## config.mk

```make
export PLATFORM = sky130hd
export DESIGN_NAME = bfxp_arbiter
export DESIGN_NICKNAME = d
export VERILOG_FILES = /design/src/rtl/bfxp_arbiter.sv
export SDC_FILE = /design/constraint.sdc
export NUM_CORES = 1
export LEC_CHECK = 0
export ABC_AREA = 0
export ABC_CLOCK_PERIOD_IN_PS = 15700
export CORE_MARGIN = 4
export CORE_UTILIZATION = 45
export CTS_CLUSTER_SIZE = 25
export DETAILED_ROUTE_END_ITERATION = 7
export PLACE_DENSITY_LB_ADDON = 0.15
export SETUP_SLACK_MARGIN = 0.2
export SYNTH_ARGS = -nofsm -noshare
export SYNTH_HDL_FRONTEND = slang
export SYNTH_SLANG_ARGS = --single-unit
```

## constraint.sdc

```tcl
create_clock -name clock -period 15.7 [get_ports clock]
set_clock_uncertainty 0.05 [all_clocks]
set_input_delay 1.57 -clock clock [delete_from_list [all_inputs] [get_ports clock]]
set_output_delay 1.57 -clock clock [all_outputs]
set_load 0.05 [all_outputs]
```

## src/rtl/bfxp_arbiter.sv

```systemverilog
// bfxp_arbiter: round-robin front end for the shared bit-field extract/place unit.
// Grants one requester per cycle into a single registered result slot with backpressure.
module bfxp_arbiter #(
    parameter int NREQ = 4,
    parameter int IDW  = $clog2(NREQ)
) (
    input  logic                 clock,
    input  logic                 reset,
    input  logic [NREQ-1:0]      req_valid,
    output logic [NREQ-1:0]      req_ready,
    input  logic [32*NREQ-1:0]   req_rs1,
    input  logic [5*NREQ-1:0]    req_start,
    input  logic [5*NREQ-1:0]    req_len,
    input  logic [5*NREQ-1:0]    req_dest,
    output logic                 rsp_valid,
    input  logic                 rsp_ready,
    output logic [IDW-1:0]       rsp_id,
    output logic [31:0]          rsp_rd,
    output logic                 busy
);

    logic [IDW-1:0] prio_ptr;
    logic [IDW-1:0] gnt_idx;
    logic [IDW-1:0] ptr_next;
    logic           gnt_found;
    logic           can_issue;
    logic           handshake;
    int             cand;

    logic [31:0]    sel_rs1;
    logic [4:0]     sel_start;
    logic [4:0]     sel_len;
    logic [4:0]     sel_dest;
    logic [5:0]     src_end;
    logic [5:0]     dst_end;
    logic [4:0]     shamt;
    logic [63:0]    rot2;
    logic [31:0]    mask;
    logic [31:0]    op_result;

    // The result slot can take a new operation if empty or draining this edge.
    assign can_issue = !rsp_valid || rsp_ready;
    assign busy      = rsp_valid || (|req_valid);
    assign handshake = |req_ready;

    // Scan from prio_ptr upward, wrapping, for the first valid requester.
    always_comb begin
        gnt_found = 1'b0;
        gnt_idx   = '0;
        cand      = 0;
        for (int k = 0; k < NREQ; k++) begin
            cand = int'(prio_ptr) + k;
            if (cand >= NREQ) begin
                cand = cand - NREQ;
            end
            if (!gnt_found && req_valid[cand[IDW-1:0]]) begin
                gnt_found = 1'b1;
                gnt_idx   = cand[IDW-1:0];
            end
        end
    end

    // One-hot accept, suppressed while stalled or in reset.
    always_comb begin
        req_ready = '0;
        for (int i = 0; i < NREQ; i++) begin
            if (gnt_found && can_issue && !reset && gnt_idx == IDW'(i)) begin
                req_ready[i] = 1'b1;
            end
        end
    end

    // Route the winning requester's payload to the datapath.
    always_comb begin
        sel_rs1   = '0;
        sel_start = '0;
        sel_len   = '0;
        sel_dest  = '0;
        for (int i = 0; i < NREQ; i++) begin
            if (gnt_idx == IDW'(i)) begin
                sel_rs1   = req_rs1[32*i +: 32];
                sel_start = req_start[5*i +: 5];
                sel_len   = req_len[5*i +: 5];
                sel_dest  = req_dest[5*i +: 5];
            end
        end
    end

    // Extract/place: rotate the source field onto dest, then mask to the field.
    always_comb begin
        src_end = {1'b0, sel_start} + {1'b0, sel_len};
        dst_end = {1'b0, sel_dest} + {1'b0, sel_len};
        shamt   = sel_start - sel_dest;
        rot2    = {sel_rs1, sel_rs1} >> shamt;
        mask    = ((32'd1 << sel_len) - 32'd1) << sel_dest;
        if (src_end > 6'd32 || dst_end > 6'd32) begin
            op_result = '0;
        end else begin
            op_result = rot2[31:0] & mask;
        end
    end

    assign ptr_next = (gnt_idx == IDW'(NREQ - 1)) ? '0 : gnt_idx + IDW'(1);

    // Result register and round-robin pointer; reset drops any pending result.
    always_ff @(posedge clock) begin
        if (reset) begin
            rsp_valid <= 1'b0;
            rsp_id    <= '0;
            rsp_rd    <= '0;
            prio_ptr  <= '0;
        end else if (handshake) begin
            rsp_valid <= 1'b1;
            rsp_id    <= gnt_idx;
            rsp_rd    <= op_result;
            prio_ptr  <= ptr_next;
        end else if (rsp_ready) begin
            rsp_valid <= 1'b0;
        end
    end

endmodule

```

==> flow_metrics.env <==
export IMPL_worst_ep_arrival_time_ns=8.49
export IMPL_switchingPower_mw=1.46
export IMPL_p_comb_share_pct=91.0
export IMPL_synthesis_nets=1216
export IMPL_report_final_slew_viol_count=0
export IMPL_ys_seq_elements=37
export IMPL_synth_cells=999
export IMPL_internal_power_mw=1.23
export IMPL_start_util_pct=45.7
export IMPL_core_area_sq_mm=0.0179
export IMPL_ys_types=91
export IMPL_worst_slew_pin_slew_ns=1.12
export IMPL_drive_above_1_share_pct=15.8
export IMPL_period_share_pct=53.0
export IMPL_htree_num_levels=2
export IMPL_total_power_mw=2.69
export IMPL_fin_nets=1377
export IMPL_wl_per_cell_microns=24.4
export IMPL_cp_data_required_time_ns=15.86
export IMPL_routabilityCongestion=0.989
export IMPL_outcome="finished clean"
export IMPL_synth_flop_cell="dfxtp_1"
export IMPL_drc=0
export IMPL_firstDrtPassIters=8
export IMPL_slowest_stage="nand3_1"
export IMPL_synth_area_per_cell_sq_um=8.19
export IMPL_fmax_mhz=120
export IMPL_grt_pass1_vias=8966
export IMPL_clkTransAtPathRegs_ns=0.06
export IMPL_rows=49
export IMPL_min_period_ns=8.33
export IMPL_seq_area_frac_synth_pct=9.06
export IMPL_clock_latency_ns=0.29
export IMPL_finalHoldViolCount=0
export IMPL_fp_dieH_microns=143
export IMPL_routed_via_density=6.81
export IMPL_critPathLaunchType="input port"
export IMPL_syn_area_sq_mm=0.00818
export IMPL_ir_worst_vdd_uv=144
export IMPL_clock_sinks=37
export IMPL_dieArea_sq_mm=0.0204
export IMPL_port_buffers=234
export IMPL_nFillCells=1645
export IMPL_post_cts_buffers=0
export IMPL_cts_resized=0
export IMPL_crit_type="in -> reg"
export IMPL_antenna_found_initial=1
export IMPL_final_common_cell="clkdlybuf4s50_1"
export IMPL_cpMostUsedCell="buf_4"
export IMPL_io_pins=235
export IMPL_synthArstFlopShare_pct=0
export IMPL_vias=9473
export IMPL_crit_chain="clkdlybuf4s50_1, mux2i_1, nor2_1, nor3_1, ha_2, buf_4, nor2b_4, buf_4, a221o_1, a22oi_2, buf_4, inv_2, ha_1, a21o_1, a21oi_1, xor2_1, a32oi_1, o221ai_1, nand3_1, a21oi_1, o221ai_1, o31ai_1"
export IMPL_slew_headroom_pct=24.9
export IMPL_sw_frac_of_total_pct=54.3
export IMPL_finalSetupViolCount=0
export IMPL_setup_worst_path_end_class="flop"
export IMPL_grt_max_degree=53
export IMPL_dpl_hpwl_microns=26500
export IMPL_leakagePower_nw=3.82
export IMPL_cts_tree="built"
export IMPL_synth_edf_count=0
export IMPL_cap_violations=0
export IMPL_rsz0062_at_grt="false"
export IMPL_cts_root_buf="clkbuf_16"
export IMPL_wl_microns=33900
export IMPL_max_stage_delay_ns=0.68
export IMPL_grt_pass1_wl_microns=51800
export IMPL_hp_class="reg -> reg"
export IMPL_clockPowerShare_pct=4.0
export IMPL_cts_buffers=5
export IMPL_drt_iter0_drc=1393
export IMPL_grt_overflow_total=0
export IMPL_fin_tns_setup_ns=0
export IMPL_layout_cells_most_common_list="clkdlybuf4s50_1 (234), nand2_1 (95), nor2_1 (85), a21oi_1 (66), mux2i_1 (65)"
export IMPL_powerDensity_mw_per_mm2=254
export IMPL_cts_hold_buf=0
export IMPL_syn2layout_area_growth_pct=29.3
export IMPL_drtAntennaViolNets=0
export IMPL_cts_buffer_depth=2
export IMPL_seq_power_share_pct=4.9
export IMPL_die_width_microns=143
export IMPL_ys_warnings_count=0
export IMPL_grtUsageTotal_pct=32.2
export IMPL_path_max_fanout=52
==> area by class of cell <==
cell class                      count  area [sq um]  share of cell area, %
Antenna cell                        1          2.50                 0.0237
Clock buffer                        6           139                   1.31
Clock inverter                      2          13.8                  0.130
Inverter                           26           100                  0.947
Multi-Input combinational cell    833          6780                   64.1
Sequential cell                    37           741                   7.01
Tap cell                          229           287                   2.71
Timing Repair Buffer              257          2510                   23.8
==> metal layers <==
layer,part of all wire (%),GRT usage [%]
met4,4.8,13.3
met2,49,55.0
met3,9.7,6.63
met5,0,0
met1,37,39.7
==> power by group through the flow <==
stage          logic (mW)  clock network [mW]  registers, mW
3_5_place_dp         2.39                   0          0.135
2_1_floorplan        1.79                   0          0.203
4_1_cts              2.40               0.109          0.133
5_1_grt              2.61               0.112          0.135
6_report             2.45               0.109          0.133
3_3_place_gp         2.37                   0          0.135
==> cells by family (layout without fill, tap and decap cells) <==
kind of cell | Yosys count | after routing | synth area share [%]
flip-flops | 37 | 37 | 9.06
multiplexers | 131 | 131 | 24.9
XOR/XNOR | 10 | 10 | 1.25
other | 0 | 1 | 0
adder cells (fa/ha/maj) | 22 | 22 | 3.64
AND/OR/NAND/NOR | 319 | 319 | 18.5
buffers and inverters | 129 | 291 | 8.69
AO/OA/AOI/OAI | 351 | 351 | 34.0
==> through the flow <==
| step | instance area (sq um) | setup WS (ns) | hold slack (ns) | util (%) | cells |
|---|---|---|---|---|---|
| 6_report | 10600 | 7.37 | 0.396 | 59.1 | 1391 |
| 4_1_cts | 10600 | 7.50 | 0.398 | 59.1 | 1390 |
| 3_3_place_gp | 10400 | 7.37 | 0.387 | 58.2 | 1382 |
| 3_5_place_dp | 10400 | 7.19 | 0.390 | 58.2 | 1382 |
| 5_1_grt | 10600 | 6.90 | 0.430 | 59.1 | 1391 |
| 2_1_floorplan | 8180 | 9.14 | 0.441 | - | 999 |
==> Yosys cell counts (9+ instances only) <==
cell type   n  area (sq um)
buf_6      17           191
o22ai_1    35           219
a221oi_2   27           405
nor2_2     17           106
a22oi_1    14           105
a221oi_1   10          87.6
buf_1      10          37.5
buf_2      28           140
nor3_1     31           155
a31oi_1    14          87.6
nor2_1     85           319
nand2_1    95           357
mux4_2     57          1280
nand4_1    10          62.6
clkbuf_1   31           116
inv_1      16          60.1
a211oi_1   14           105
mux2i_1    65           651
ha_1       19           238
mux2_2      9           101
o21ai_0    23           115
buf_4      16           120
a211o_1    12           105
a21o_1      9          67.6
dfxtp_1    37           741
o21ai_1    19          95.1
nand3_1    29           145
a21oi_1    66           330
o31ai_1     9          67.6
==> final timing paths <==
check	end	slack (ns)	cells after the start	startpoint
worst max-delay path	rsp_rd[24]	7.37	22	req_valid[0]
worst min-delay path	rsp_rd[30]	0.40	2	rsp_rd[30]
worst max register to register	rsp_rd[24]	8.59	21	prio_ptr[1]
worst min register to register	rsp_rd[30]	0.40	2	rsp_rd[30]
==> state kept, by name, summed over array words and instances, names as in the netlist <==
| name | count |
|---|---|
| rsp_id | 2 |
| rsp_rd | 32 |
| rsp_valid | 1 |
| prio_ptr | 2 |
==> critical path: cells and delay by family <==
| family | cells | cell delay [ns] |
|---|---|---|
| AOI/OAI and AO/OA | 9 | 2.18 |
| buffers and inverters | 5 | 2.20 |
| xor gates and xnor gates | 1 | 0.22 |
| adders and majority gates | 2 | 0.75 |
| muxes | 1 | 0.15 |
| and+or+nand+nor | 4 | 1.33 |
Note: power is estimated with default switching activity, not from simulation.
